<file path="config.mk">
export PLATFORM = sky130hd
export DESIGN_NAME = cheshire_rst_seq_xilinx_flat
export DESIGN_NICKNAME = d
export VERILOG_FILES = /design/src/rtl/cheshire_xilinx_pkg.sv /design/src/rtl/cheshire_rst_seq_xilinx_if.sv /design/src/rtl/cheshire_debounce.sv /design/src/rtl/sync.sv /design/src/rtl/cheshire_rst_seq_xilinx.sv /design/src/flat_wrapper.sv
export SDC_FILE = /design/constraint.sdc
export NUM_CORES = 1
export LEC_CHECK = 0
export CORE_MARGIN = 3
export CORE_UTILIZATION = 25
export CTS_CLUSTER_SIZE = 25
export DETAILED_ROUTE_END_ITERATION = 10
export PLACE_DENSITY = 0.44
export SLEW_MARGIN = 20
export SYNTH_ARGS = -nofsm -noshare
export SYNTH_HDL_FRONTEND = slang
export SYNTH_SLANG_ARGS = --single-unit
</file>
<file path="constraint.sdc">
create_clock -name clk_i -period 2.1 [get_ports clk_i]
set_input_delay 0.42 -clock clk_i [delete_from_list [all_inputs] [get_ports clk_i]]
set_output_delay 0.42 -clock clk_i [all_outputs]
set_load 0.01 [all_outputs]
</file>
<file path="src/rtl/cheshire_xilinx_pkg.sv">
// Shared types for the Xilinx-target reset sequencer.
// Latency/backpressure: not applicable (types and helpers only).
package cheshire_xilinx_pkg;

    typedef enum logic [2:0] {
        WAIT_LOCK,
        DRAM_RST,
        WAIT_CALIB,
        HOLD,
        RUN,
        FAIL
    } rst_state_e;

    function automatic int unsigned max3(int unsigned a, int unsigned b, int unsigned c);
        int unsigned m;
        m = (a > b) ? a : b;
        return (m > c) ? m : c;
    endfunction

endpackage

</file>
<file path="src/rtl/cheshire_rst_seq_xilinx_if.sv">
// Board-side reset inputs and SoC/DRAM reset outputs of the reset sequencer.
// Latency/backpressure: plain level signals, no handshake.
interface cheshire_rst_seq_xilinx_if;
    logic       clk_locked_i;
    logic       btn_reset_i;
    logic       vio_reset_i;
    logic       dram_calib_done_i;
    logic [1:0] boot_mode_i;
    logic       soc_rst_no;
    logic       dram_rst_o;
    logic [1:0] boot_mode_o;
    logic       fail_o;

    modport master (
        output clk_locked_i, btn_reset_i, vio_reset_i, dram_calib_done_i, boot_mode_i,
        input  soc_rst_no, dram_rst_o, boot_mode_o, fail_o
    );

    modport slave (
        input  clk_locked_i, btn_reset_i, vio_reset_i, dram_calib_done_i, boot_mode_i,
        output soc_rst_no, dram_rst_o, boot_mode_o, fail_o
    );
endinterface

</file>
<file path="src/rtl/cheshire_debounce.sv">
// Level debouncer: output follows the input after Cycles consecutive mismatching cycles.
// Latency: Cycles cycles from a stable change; no backpressure.
module cheshire_debounce #(
    parameter int unsigned Cycles = 50000
) (
    input  logic clk_i,
    input  logic rst_ni,
    input  logic d_i,
    output logic q_o
);
    localparam int unsigned CntW = $clog2(Cycles + 1);

    logic [CntW-1:0] cnt_d, cnt_q;
    logic            val_d, val_q;

    // Any cycle where input equals output restarts the mismatch count.
    always_comb begin
        cnt_d = '0;
        val_d = val_q;
        if (d_i != val_q) begin
            if (cnt_q >= CntW'(Cycles - 1)) val_d = d_i;
            else                            cnt_d = cnt_q + CntW'(1);
        end
    end

    always_ff @(posedge clk_i or negedge rst_ni) begin
        if (!rst_ni) begin
            cnt_q <= '0;
            val_q <= 1'b0;
        end else begin
            cnt_q <= cnt_d;
            val_q <= val_d;
        end
    end

    assign q_o = val_q;
endmodule

</file>
<file path="src/rtl/sync.sv">
// Multi-flop synchronizer for a single asynchronous level.
// Latency: STAGES cycles; no backpressure.
module sync #(
    parameter int unsigned STAGES     = 2,
    parameter bit          ResetValue = 1'b0
) (
    input  logic clk_i,
    input  logic rst_ni,
    input  logic serial_i,
    output logic serial_o
);
    logic [STAGES-1:0] reg_d, reg_q;

    always_comb begin
        reg_d = {reg_q[STAGES-2:0], serial_i};
    end

    always_ff @(posedge clk_i or negedge rst_ni) begin
        if (!rst_ni) reg_q <= {STAGES{ResetValue}};
        else         reg_q <= reg_d;
    end

    assign serial_o = reg_q[STAGES-1];
endmodule

</file>
<file path="src/rtl/cheshire_rst_seq_xilinx.sv">
// Board reset sequencer: lock -> DRAM reset -> calibration -> hold -> SoC run, with FAIL on timeout.
// Latency: inputs pass 2-flop sync (+ debounce for button) + 1 FSM edge; no backpressure.
module cheshire_rst_seq_xilinx
    import cheshire_xilinx_pkg::*;
#(
    parameter int unsigned DebounceCycles     = 50000,
    parameter int unsigned DramRstCycles      = 16,
    parameter int unsigned CalibTimeoutCycles = 2**24,
    parameter int unsigned HoldCycles         = 64,
    parameter bit          UseDram            = 1'b1
) (
    input  logic                      clk_i,
    input  logic                      rst_ni,
    cheshire_rst_seq_xilinx_if.slave  io
);
    localparam int unsigned MaxCnt = max3(DramRstCycles, CalibTimeoutCycles, HoldCycles);
    localparam int unsigned CntW   = $clog2(MaxCnt) + 1;

    localparam logic [CntW-1:0] DramLast  = CntW'(DramRstCycles - 1);
    localparam logic [CntW-1:0] CalibLast = CntW'(CalibTimeoutCycles - 1);
    localparam logic [CntW-1:0] HoldLast  = CntW'(HoldCycles - 1);

    logic lock_sync, calib_sync, btn_sync, btn_deb, req;

    sync #(.STAGES(2), .ResetValue(1'b0)) i_sync_lock (
        .clk_i, .rst_ni, .serial_i(io.clk_locked_i), .serial_o(lock_sync)
    );
    sync #(.STAGES(2), .ResetValue(1'b0)) i_sync_calib (
        .clk_i, .rst_ni, .serial_i(io.dram_calib_done_i), .serial_o(calib_sync)
    );
    sync #(.STAGES(2), .ResetValue(1'b0)) i_sync_btn (
        .clk_i, .rst_ni, .serial_i(io.btn_reset_i), .serial_o(btn_sync)
    );

    cheshire_debounce #(.Cycles(DebounceCycles)) i_debounce (
        .clk_i, .rst_ni, .d_i(btn_sync), .q_o(btn_deb)
    );

    assign req = btn_deb | io.vio_reset_i | ~lock_sync;

    rst_state_e      state_d, state_q;
    logic [CntW-1:0] cnt_d, cnt_q;
    logic            soc_rst_n_d, soc_rst_n_q;
    logic            dram_rst_d, dram_rst_q;
    logic            fail_d, fail_q;
    logic [1:0]      boot_mode_d, boot_mode_q;

    always_comb begin
        state_d = state_q;
        unique case (state_q)
            WAIT_LOCK:  state_d = UseDram ? DRAM_RST : HOLD;
            DRAM_RST:   if (cnt_q >= DramLast) state_d = WAIT_CALIB;
            WAIT_CALIB: begin
                // Calibration wins over a coincident timeout.
                if (calib_sync)              state_d = HOLD;
                else if (cnt_q >= CalibLast) state_d = FAIL;
            end
            HOLD:       if (cnt_q >= HoldLast) state_d = RUN;
            RUN, FAIL:  state_d = state_q;
            default:    state_d = WAIT_LOCK;
        endcase
        if (req) state_d = WAIT_LOCK;

        cnt_d = '0;
        if ((state_d == state_q) && (state_q inside {DRAM_RST, WAIT_CALIB, HOLD}))
            cnt_d = (&cnt_q) ? cnt_q : cnt_q + CntW'(1);

        soc_rst_n_d = (state_d == RUN);
        dram_rst_d  = (state_d inside {WAIT_LOCK, DRAM_RST});
        fail_d      = (state_d == FAIL);
        boot_mode_d = ((state_d == RUN) && (state_q != RUN)) ? io.boot_mode_i : boot_mode_q;
    end

    always_ff @(posedge clk_i or negedge rst_ni) begin
        if (!rst_ni) begin
            state_q     <= WAIT_LOCK;
            cnt_q       <= '0;
            soc_rst_n_q <= 1'b0;
            dram_rst_q  <= 1'b1;
            fail_q      <= 1'b0;
            boot_mode_q <= 2'b00;
        end else begin
            state_q     <= state_d;
            cnt_q       <= cnt_d;
            soc_rst_n_q <= soc_rst_n_d;
            dram_rst_q  <= dram_rst_d;
            fail_q      <= fail_d;
            boot_mode_q <= boot_mode_d;
        end
    end

    assign io.soc_rst_no  = soc_rst_n_q;
    assign io.dram_rst_o  = dram_rst_q;
    assign io.fail_o      = fail_q;
    assign io.boot_mode_o = boot_mode_q;
endmodule
</file>
<file path="src/flat_wrapper.sv">
// flat-port wrapper written by rule: the top's interface ports become plain ports
module cheshire_rst_seq_xilinx_flat import cheshire_xilinx_pkg::*;
#(
    parameter int unsigned DebounceCycles     = 50000,
    parameter int unsigned DramRstCycles      = 16,
    parameter int unsigned CalibTimeoutCycles = 2**24,
    parameter int unsigned HoldCycles         = 64,
    parameter bit          UseDram            = 1'b1
)
  (clk_i, rst_ni, io_clk_locked_i, io_btn_reset_i, io_vio_reset_i, io_dram_calib_done_i, io_boot_mode_i, io_soc_rst_no, io_dram_rst_o, io_boot_mode_o, io_fail_o);
  cheshire_rst_seq_xilinx_if io_i ();
  input  logic clk_i;
  input  logic rst_ni;
  input wire logic [$bits(io_i.clk_locked_i)-1:0] io_clk_locked_i;
  input wire logic [$bits(io_i.btn_reset_i)-1:0] io_btn_reset_i;
  input wire logic [$bits(io_i.vio_reset_i)-1:0] io_vio_reset_i;
  input wire logic [$bits(io_i.dram_calib_done_i)-1:0] io_dram_calib_done_i;
  input wire logic [$bits(io_i.boot_mode_i)-1:0] io_boot_mode_i;
  output wire logic [$bits(io_i.soc_rst_no)-1:0] io_soc_rst_no;
  output wire logic [$bits(io_i.dram_rst_o)-1:0] io_dram_rst_o;
  output wire logic [$bits(io_i.boot_mode_o)-1:0] io_boot_mode_o;
  output wire logic [$bits(io_i.fail_o)-1:0] io_fail_o;
  assign io_i.clk_locked_i = io_clk_locked_i;
  assign io_i.btn_reset_i = io_btn_reset_i;
  assign io_i.vio_reset_i = io_vio_reset_i;
  assign io_i.dram_calib_done_i = io_dram_calib_done_i;
  assign io_i.boot_mode_i = io_boot_mode_i;
  assign io_soc_rst_no = io_i.soc_rst_no;
  assign io_dram_rst_o = io_i.dram_rst_o;
  assign io_boot_mode_o = io_i.boot_mode_o;
  assign io_fail_o = io_i.fail_o;
  cheshire_rst_seq_xilinx #(.DebounceCycles(DebounceCycles), .DramRstCycles(DramRstCycles), .CalibTimeoutCycles(CalibTimeoutCycles), .HoldCycles(HoldCycles), .UseDram(UseDram)) u_core (.clk_i(clk_i), .rst_ni(rst_ni), .io(io_i));
endmodule
</file>
==> results.json <==
{
  "overflow": 0,
  "layoutNonFillerInstCount": 459,
  "synth.yosys.warnings": 0,
  "die_area_um2": 13000,
  "routed_wl_mm": 6.35,
  "grt_start_max_net_pins": 26,
  "crit_arrival_ns": 2.23,
  "cp-end-kind": "register",
  "layout_cells_sized_above_1": 0.163,
  "antenna_cells_inserted": 0,
  "hold_class": "input port to asynchronous set/reset pin",
  "placed_cells_incl_taps": 451,
  "synth_largest_type_area_fraction": 0.470,
  "placement.setup.worst_slack_ns": 0.0291,
  "sequential_area_share_after_synthesis": 0.479,
  "detail_route.drc_violations": 0,
  "fp.dieH_um": 114,
  "topRoutingLayerUsed": "met4",
  "synthesis.area_um2": 2930,
  "vias": 2241,
  "n_fill_cell": 1185,
  "post_route_clock_period_utilization": 0.948,
  "gpl.final_weighted_congestion": 0.777,
  "grt_use_total": 0.109,
  "reg2reg_depth": 6,
  "grt_antenna_before_repair": 0,
  "rsz0062_at_grt": "false",
  "final-hold-violation-count": 0,
  "max_clock_freq_mhz": 502,
  "synth.most_common_cell": "dfrtp_1",
  "io_pins": 13,
  "routed_length_on_met2_mm": 2.84,
  "clk_pin_slew_worst_paths_ns": 0.08,
  "drtIter0Drc": 82,
  "post_drt_via_cell_ratio": 4.88,
  "post_synth_most_frequent_cells": "55 x dfrtp_1, 38 x nor2_1, 22 x nand2_1",
  "measured_slew_at_the_worst_slew_check_pin_ns": 0.528,
  "synth_nets": 300,
  "cts-htree-levels": 2,
  "wire_per_inst_um": 13.8,
  "p_leak_nw": 1.37,
  "synth_edf_count": 0,
  "max_slew_margin": 0.648,
  "reg2reg_launch_point": "u_core.cnt_q[0]",
  "finalSetupTns_ns": 0,
  "clock-root-buffer": "clkbuf_16",
  "final_max_slew_viol_count": 0,
  "cellPowerDensity_nw_per_um2": 623,
  "layout.core_utilization": 0.314,
  "finalWorstPathRequiredPeriod_ns": 1.99,
  "peakVddDrop_v": 0.000292,
  "post-synth-top-area-cell": "dfrtp_1",
  "first_pass_grt_wire_length_mm": 11.4,
  "core_outline_area_um2": 11100,
  "design_power_total_w": 0.00218,
  "startpoint_type": "register",
  "port_buffers": 12,
  "cap_violations": 0,
  "netlist_top_cells_area": "dfrtp_1 47%, xnor2_1 6.0%, nor2_1 4.9%",
  "rr_endpoint": "u_core.cnt_q[15]",
  "areaGrowthSynthToFinish_pct": 19.5,
  "setup.worst_path.class": "register to register",
  "synth_top_flop_cell": "dfrtp_1",
  "final_worst_clock_skew_ns": 0.0113,
  "row_count": 38,
  "route.layer.met1.wl_mm": 3.22,
  "clk_path_buf_depth": 2,
  "die_width_um": 114,
  "ff_latch_area_um2": 1400,
  "worstPathRequired_ns": 2.34,
  "1st_pass_router_iterations": 4,
  "syn_inst": 290,
  "multi_input_comb_area_um2": 1460,
  "average_instance_area_after_synthesis_um2": 10.1,
  "clkSinkCount": 56,
  "post_layout_net_count": 328,
  "netlist-cell-type-count": 53,
  "synth_seq_cells": 56,
  "proportion_of_synthesized_flip_flops_having_asynchronous_set_or_reset": 1.00,
  "insertion_delay_ns": 0.30,
  "cp_max_fo": 6,
  "timing.reg2reg.setup_slack_ns": 0.11,
  "layout_setup_ws_ns": 0.109,
  "effective_utilization_at_floorplan": 0.263,
  "dp_hpwl_mm": 4.64,
  "vias_in_the_first_global_route": 2266,
  "setup-violations-final": 0,
  "antenna_left": 0,
  "status": "finished clean",
  "cts_tree": "yes",
  "clock_buffers_created_by_tritoncts": 5,
  "met3WireLength_um": 184,
  "post_cts.repair.setup_buffers": 0
}
power breakdown:
part / total [W] / switching, W / internal [W]
Combinational: 0.0000981 / 0.0000585 / 0.0000396
Clock: 0.000975 / 0.000407 / 0.000568
Sequential: 0.00110 / 0.0000123 / 0.00109
cell usage in the layout, fill, tap and decap left out, types with 5 or more instances in the layout:
| master | netlist | final |
|---|---|---|
| or4_1 | 5 | 5 |
| nand3_1 | 17 | 17 |
| a21oi_1 | 11 | 10 |
| clkdlybuf4s50_1 | 0 | 11 |
| o31ai_1 | 6 | 6 |
| nand4_1 | 5 | 5 |
| or3_1 | 7 | 7 |
| nand2_1 | 22 | 22 |
| and3_1 | 11 | 11 |
| inv_1 | 5 | 5 |
| dfrtp_1 | 55 | 55 |
| and4_4 | 7 | 7 |
| a31oi_1 | 5 | 5 |
| xor2_1 | 5 | 5 |
| buf_4 | 2 | 17 |
| nor2_1 | 38 | 38 |
| nor3_1 | 6 | 6 |
| o21ai_0 | 6 | 6 |
| nor4_1 | 6 | 6 |
| clkbuf_16 | 0 | 5 |
| xnor2_1 | 20 | 20 |
worst max-delay path by stage:
stage                      from                 to  slack [ns]  cells after the start
6_report        u_core.cnt_q[0]   u_core.cnt_q[15]        0.11                      6
3_3_place_gp     io_vio_reset_i    u_core.cnt_q[5]        0.06                      7
4_1_cts         u_core.cnt_q[0]   u_core.cnt_q[12]        0.04                      7
3_5_place_dp     io_vio_reset_i   u_core.cnt_q[17]        0.03                      7
2_1_floorplan   u_core.cnt_q[0]   u_core.cnt_q[15]        0.04                      7
5_1_grt        u_core.cnt_q[14]  u_core.state_q[1]       0.008                      6
metrics by stage:
step | area, um2 | hold slack, ns
floorplan | 2930 | 0.124
global route | 3500 | 0.132
detailed placement | 3300 | 0.336
CTS | 3470 | 0.104
finish | 3500 | 0.0889
global placement | 3300 | 0.337
final cells by class:
class | instances | area share
Clock buffer | 5 | 0.0358
Multi-Input combinational cell | 220 | 0.419
Timing Repair Buffer | 30 | 0.0752
Sequential cell | 56 | 0.401
Clock inverter | 3 | 0.0136
Tap cell | 140 | 0.0501
Inverter | 5 | 0.00537
state kept, by name, indices dropped and copies added, names as in the netlist:
| signal | flops |
|---|---|
| u_core.cnt_q | 25 |
| u_core.i_debounce.cnt_q | 16 |
| u_core.state_q | 3 |
| u_core.i_sync_btn.reg_q | 2 |
| u_core.i_sync_calib.reg_q | 2 |
| u_core.i_sync_lock.reg_q | 2 |
| u_core.io.boot_mode_o | 2 |
| u_core.i_debounce.q_o | 1 |
| u_core.io.dram_rst_o | 1 |
| u_core.io.fail_o | 1 |
| u_core.io.soc_rst_no | 1 |
layer usage:
| metal | GRT usage | vias up |
|---|---|---|
| li1 | - | 1121 |
| met1 | 0.153 | 1088 |
| met2 | 0.163 | 24 |
| met3 | 0.0238 | 8 |
| met4 | 0.0404 | 0 |
| met5 | 0 | - |
worst max-delay path: stages (launching register included):
cell	delay (ns)
dfrtp_1	0.39
ha_2	0.22
and3_4	0.19
and3_4	0.21
a31o_1	0.29
or4b_4	0.50
a21oi_2	0.14
cell families (layout without fill, tap and decap cells):
logic type | after synthesis | in the layout | synth area share
buffers and inverters | 14 | 43 | 0.0291
flip-flops | 56 | 56 | 0.479
multiplexers | 5 | 5 | 0.0184
XOR/XNOR | 25 | 25 | 0.0749
adder cells (fa/ha/maj) | 2 | 2 | 0.00855
AO/OA/AOI/OAI | 51 | 51 | 0.131
AND/OR/NAND/NOR | 136 | 136 | 0.257
other | 1 | 1 | 0.00128
timing repair:
action                                  in CTS  in global routing
endpoints found under the hold margin        0                  0
hold buffers                                 0                  0
endpoints found under the setup margin       0                 27
gates resized for setup                      0                  4
Power figures use the tool's default switching activity.
